## config.mk

```make
export PLATFORM = sky130hd
export DESIGN_NAME = ir_src_sequencer
export DESIGN_NICKNAME = d
export VERILOG_FILES = /design/src/rtl/ir_src_pkg.sv /design/src/rtl/sat_counter.sv /design/src/rtl/ir_src_sequencer.sv
export SDC_FILE = /design/constraint.sdc
export NUM_CORES = 1
export LEC_CHECK = 0
export BUFFER_PORTS_ARGS = -buffer_cell sky130_fd_sc_hd__buf_4
export CORE_UTILIZATION = 50
export CTS_CLUSTER_DIAMETER = 80
export DETAILED_ROUTE_END_ITERATION = 7
export PLACE_DENSITY = 0.67
export SLEW_MARGIN = 20
export SYNTH_ARGS = -nofsm -noshare
export SYNTH_HDL_FRONTEND = slang
export SYNTH_SLANG_ARGS = --single-unit
```

## constraint.sdc

```tcl
create_clock -name clk -period 4.7 [get_ports clk]
set_input_delay 0.94 -clock clk [delete_from_list [all_inputs] [get_ports clk]]
set_output_delay 0.94 -clock clk [all_outputs]
set_load 0.02 [all_outputs]
```

## src/rtl/ir_src_pkg.sv

```systemverilog
// rtl/ir_src_pkg.sv - shared IR-source select encodings and sequencer state encoding
package ir_src_pkg;

    // EX/MEM instruction mux select values; 2'b11 is never driven
    localparam logic [1:0] IRSRC_MEM = 2'b00;
    localparam logic [1:0] IRSRC_NOP = 2'b01;
    localparam logic [1:0] IRSRC_BNE = 2'b10;

    // Sequencer state encoding, also decoded by the hazard unit
    localparam logic [2:0] STATE_RUN      = 3'd0;
    localparam logic [2:0] STATE_STALL    = 3'd1;
    localparam logic [2:0] STATE_WAIT     = 3'd2;
    localparam logic [2:0] STATE_REDIRECT = 3'd3;
    localparam logic [2:0] STATE_FLUSH    = 3'd4;

    typedef enum logic [2:0] {
        ST_RUN      = STATE_RUN,
        ST_STALL    = STATE_STALL,
        ST_WAIT     = STATE_WAIT,
        ST_REDIRECT = STATE_REDIRECT,
        ST_FLUSH    = STATE_FLUSH
    } seq_state_t;

endpackage

```

## src/rtl/sat_counter.sv

```systemverilog
// rtl/sat_counter.sv - saturating up-counter with synchronous clear
module sat_counter #(
    parameter int WIDTH = 16
) (
    input  logic             clk,
    input  logic             rst_n,
    input  logic             inc,
    input  logic             clr,
    output logic [WIDTH-1:0] count
);

    // Clear wins over increment; the count sticks at all-ones
    always_ff @(posedge clk or negedge rst_n) begin
        if (!rst_n) begin
            count <= '0;
        end else if (clr) begin
            count <= '0;
        end else if (inc && (count != {WIDTH{1'b1}})) begin
            count <= count + 1'b1;
        end
    end

endmodule

```

## src/rtl/ir_src_sequencer.sv

```systemverilog
// rtl/ir_src_sequencer.sv - IR-source select, PC and IF/ID write-enable sequencer
module ir_src_sequencer
    import ir_src_pkg::*;
#(
    parameter int FLUSH_CYCLES = 2,
    parameter int STALL_MAX    = 4,
    parameter int CNT_W        = 16
) (
    input  logic             clk,
    input  logic             rst_n,
    input  logic             load_use_hazard,
    input  logic             branch_taken,
    input  logic             imem_ready,
    input  logic             clr_stats,
    output logic [1:0]       irsrc,
    output logic             pc_write,
    output logic             ifid_write,
    output logic             branch_ack,
    output logic             stall_timeout,
    output logic [CNT_W-1:0] nop_count
);

    localparam logic [7:0] STALL_LIM  = 8'(STALL_MAX);
    localparam logic [3:0] FLUSH_LOAD = (FLUSH_CYCLES > 0) ? 4'(FLUSH_CYCLES - 1) : 4'd0;

    seq_state_t state;
    seq_state_t state_nxt;
    logic [7:0] stall_cnt;
    logic [3:0] flush_cnt;
    logic       stall_expired;
    logic       timeout_hit;
    logic       nop_inc;

    assign stall_expired = (stall_cnt == STALL_LIM);
    // Watchdog fires only when the stall would otherwise have continued
    assign timeout_hit   = (state == ST_STALL) && !branch_taken && load_use_hazard && stall_expired;

    // Next-state selection; branch requests outrank bubbles everywhere they are honoured
    always_comb begin
        state_nxt = state;
        unique case (state)
            ST_RUN: begin
                if (branch_taken)         state_nxt = ST_REDIRECT;
                else if (load_use_hazard) state_nxt = ST_STALL;
                else if (!imem_ready)     state_nxt = ST_WAIT;
                else                      state_nxt = ST_RUN;
            end
            ST_STALL: begin
                if (branch_taken)          state_nxt = ST_REDIRECT;
                else if (!load_use_hazard) state_nxt = ST_RUN;
                else if (stall_expired)    state_nxt = ST_RUN;
                else                       state_nxt = ST_STALL;
            end
            ST_WAIT: begin
                if (imem_ready && branch_taken) state_nxt = ST_REDIRECT;
                else if (imem_ready)            state_nxt = ST_RUN;
                else                            state_nxt = ST_WAIT;
            end
            ST_REDIRECT: begin
                state_nxt = (FLUSH_CYCLES == 0) ? ST_RUN : ST_FLUSH;
            end
            ST_FLUSH: begin
                state_nxt = (flush_cnt == 4'd0) ? ST_RUN : ST_FLUSH;
            end
            default: state_nxt = ST_RUN;
        endcase
    end

    // State, inline counters and registered Moore outputs decoded from the next state
    always_ff @(posedge clk or negedge rst_n) begin
        if (!rst_n) begin
            state         <= ST_RUN;
            stall_cnt     <= 8'd0;
            flush_cnt     <= 4'd0;
            irsrc         <= IRSRC_NOP;
            pc_write      <= 1'b0;
            ifid_write    <= 1'b0;
            branch_ack    <= 1'b0;
            stall_timeout <= 1'b0;
        end else begin
            state <= state_nxt;

            if ((state_nxt == ST_STALL) && (state != ST_STALL)) begin
                stall_cnt <= 8'd1;
            end else if ((state == ST_STALL) && (state_nxt == ST_STALL)) begin
                stall_cnt <= stall_cnt + 8'd1;
            end

            if (state == ST_REDIRECT) begin
                flush_cnt <= FLUSH_LOAD;
            end else if ((state == ST_FLUSH) && (flush_cnt != 4'd0)) begin
                flush_cnt <= flush_cnt - 4'd1;
            end

            if (clr_stats) begin
                stall_timeout <= 1'b0;
            end else if (timeout_hit) begin
                stall_timeout <= 1'b1;
            end

            irsrc      <= IRSRC_NOP;
            pc_write   <= 1'b0;
            ifid_write <= 1'b0;
            branch_ack <= 1'b0;
            unique case (state_nxt)
                ST_RUN: begin
                    irsrc      <= IRSRC_MEM;
                    pc_write   <= 1'b1;
                    ifid_write <= 1'b1;
                end
                ST_REDIRECT: begin
                    irsrc      <= IRSRC_BNE;
                    pc_write   <= 1'b1;
                    ifid_write <= 1'b1;
                    branch_ack <= 1'b1;
                end
                ST_FLUSH: begin
                    pc_write   <= 1'b1;
                    ifid_write <= 1'b1;
                end
                default: begin
                    irsrc <= IRSRC_NOP;
                end
            endcase
        end
    end

    // The reset-release cycle shows NOP while the FSM is already in RUN; it is not a real bubble
    assign nop_inc = (irsrc == IRSRC_NOP) && (state != ST_RUN);

    sat_counter #(
        .WIDTH (CNT_W)
    ) u_nop_counter (
        .clk   (clk),
        .rst_n (rst_n),
        .inc   (nop_inc),
        .clr   (clr_stats),
        .count (nop_count)
    );

endmodule

```

==> results.json <==
{
  "outcome": "finished clean",
  "ys_seq_area_share_pct": 45.1,
  "viasPerCell": 6.00,
  "worst_pin_slew_ns": 0.710,
  "portBuffers": 27,
  "cts_resized": 0,
  "drt-total-wl_mm": 4.15,
  "finClkSkew_ns": 0.00579,
  "wl_per_cell_um": 15.1,
  "clockBufferDepth": 2,
  "vias": 1644,
  "clock_latency_ns": 0.29,
  "cts_tree": "built",
  "grt_overflow": 0,
  "synth_nets": 214,
  "drc": 0,
  "fin_crit_sh_pct": 47.5,
  "setup_tns_ns": 0,
  "detailedPlace.worstSlack_ns": 2.15,
  "first_pass_iters": 5,
  "start_util_pct": 52.7,
  "rsz0062_at_grt": "false",
  "clkTransAtPathRegs_ns": 0.07,
  "fin_util_pct": 60.7,
  "gp_congestion": 0.818,
  "die_y_um": 64.4,
  "synth_edf_count": 0,
  "ctsHtreeMaxLevel": 2,
  "synth_seq_cells": 35,
  "setup_viol": 0,
  "final_common_cell": "dfrtp_1",
  "p_switching_mw": 0.443,
  "slew_headroom_pct": 52.4,
  "syn_avg_cell_area_um2": 9.54,
  "first_global_vias": 1559,
  "hold_viol": 0,
  "intPower_mw": 0.637,
  "ctsHoldBuffers": 0,
  "p_seq_share_pct": 42.3,
  "pwr-share-comb_pct": 37.3,
  "fin_crit_ns": 2.23,
  "coreArea_mm2": 0.00369,
  "grt_pass1_wl_mm": 7.13,
  "p_leak_nw": 0.938,
  "cts_buffers": 5,
  "drive_above_1_share_pct": 18.6,
  "diodes": 0,
  "yosysUniqueCellTypes": 51,
  "clock-sinks": 35,
  "p_per_area_mw_per_mm2": 482,
  "cts_root_buffer": "clkbuf_8",
  "ys_warn_count": 0,
  "critPathKind": "in -> reg",
  "mostFrequentLayoutCells": "dfrtp_1, buf_4, nor2_1",
  "syn-instance-count": 204,
  "row_count": 22,
  "final_max_slew_viol_count": 0,
  "antenna_found_initial": 0,
  "syn_area_mm2": 0.00195,
  "crit_arrival_ns": 2.41,
  "setup_slack_ns": 2.47,
  "ir_worst_vdd_v": 0.000345,
  "cts_setup_buffers": 0,
  "drt_iter0_markers": 187,
  "yosys_most_used_dff": "dfrtp_1",
  "nets": 236,
  "ioPinCount": 28,
  "async_reset_ff_share_pct": 100,
  "ant_nets": 0,
  "drv_cap": 0,
  "die_w_um": 64.4,
  "worst-path-max-fanout": 11,
  "max_freq_mhz": 448,
  "switching_share_pct": 41.0,
  "grt_max_degree": 36,
  "end_kind": "flip-flop",
  "cp_data_required_time_ns": 4.88,
  "place_hpwl_mm": 2.92,
  "start_kind": "primary input",
  "dieArea_mm2": 0.00414,
  "hold_path_class": "reg -> reg",
  "p_clk_share_pct": 20.4,
  "areaGrowthSynthToFinish_pct": 15.1,
  "grt_usage_pct": 22.9
}
-- registers in the layout (all words and copies together), names as in the netlist --
register             flops
u_nop_counter.count     16
stall_timeout            1
branch_ack               1
ifid_write               1
flush_cnt                4
stall_cnt                8
irsrc                    1
state                    3
-- per-layer routing --
layer	global-route usage [%]	up-vias	part of all wire (%)
li1	-	782	-
met1	27.2	793	43
met2	38.4	60	49
met3	5.89	9	5.8
met4	10.8	0	2.2
met5	0	-	0
-- cells in the mapped netlist (6+ instances only) --
library cell	count	share of area, %
inv_1	12	2.3
nand4_1	6	1.9
a2111oi_0	6	2.7
o21ai_0	6	1.5
xnor2_1	15	6.8
dfrtp_1	34	44
a21oi_1	7	1.8
nand3_1	10	2.6
o31ai_1	7	2.7
nor2_1	22	4.2
nand2_1	11	2.1
-- cell type report --
| class | instances | area, um2 |
|---|---|---|
| Clock buffer | 6 | 82.6 |
| Fill cell | 326 | 1450 |
| Timing Repair Buffer | 28 | 210 |
| Multi-Input combinational cell | 144 | 960 |
| Tap cell | 48 | 60.1 |
| Clock inverter | 1 | 5.00 |
| Sequential cell | 35 | 877 |
| Inverter | 12 | 45.0 |
-- through the flow --
stage | hold WS (ns) | cell area, um2 | cells | power (mW)
floorplan | 0.454 | 1950 | 204 | 0.752
CTS | 0.495 | 2240 | 274 | 1.08
global placement | 0.474 | 2150 | 267 | 0.846
detailed placement | 0.486 | 2150 | 267 | 0.859
finish | 0.495 | 2240 | 274 | 1.08
global route | 0.516 | 2240 | 274 | 1.15
-- critical path, cell delays in order --
cell     delay (ns)
buf_4          0.09
inv_1          0.05
a311o_1        0.31
a31o_1         0.29
or2_1          0.38
o41ai_1        0.36
-- kinds of logic (layout without fill, tap and decap cells) --
family	after synthesis	after routing	synth area share, %
mux	2	2	1.03
flops	35	35	45.1
compound gates	44	44	17.2
xor+xnor	16	16	7.20
simple gates	78	78	21.0
fa+ha+maj	4	4	2.57
buf+inv	25	47	5.85
-- power by group through the flow --
stage	clock network, mW	registers, mW	logic [mW]
6_report	0.220	0.456	0.403
5_1_grt	0.237	0.469	0.447
4_1_cts	0.226	0.454	0.403
3_5_place_dp	0	0.458	0.400
3_3_place_gp	0	0.452	0.394
2_1_floorplan	0	0.445	0.307
-- worst paths after layout --
kind | startpoint | to | slack [ns] | depth (start not counted)
hold / removal | stall_cnt[7] | stall_cnt[7] | 0.49 | 1
hold reg to reg | stall_cnt[7] | stall_cnt[7] | 0.49 | 1
setup / recovery | load_use_hazard | stall_cnt[7] | 2.47 | 6
max in group asynchronous | rst_n | irsrc[0] | 3.77 | 1
setup reg to reg | flush_cnt[0] | stall_cnt[6] | 2.47 | 7
min in group asynchronous | rst_n | u_nop_counter.count[10] | 0.59 | 1
No activity file was read; power rests on OpenSTA's default activity.
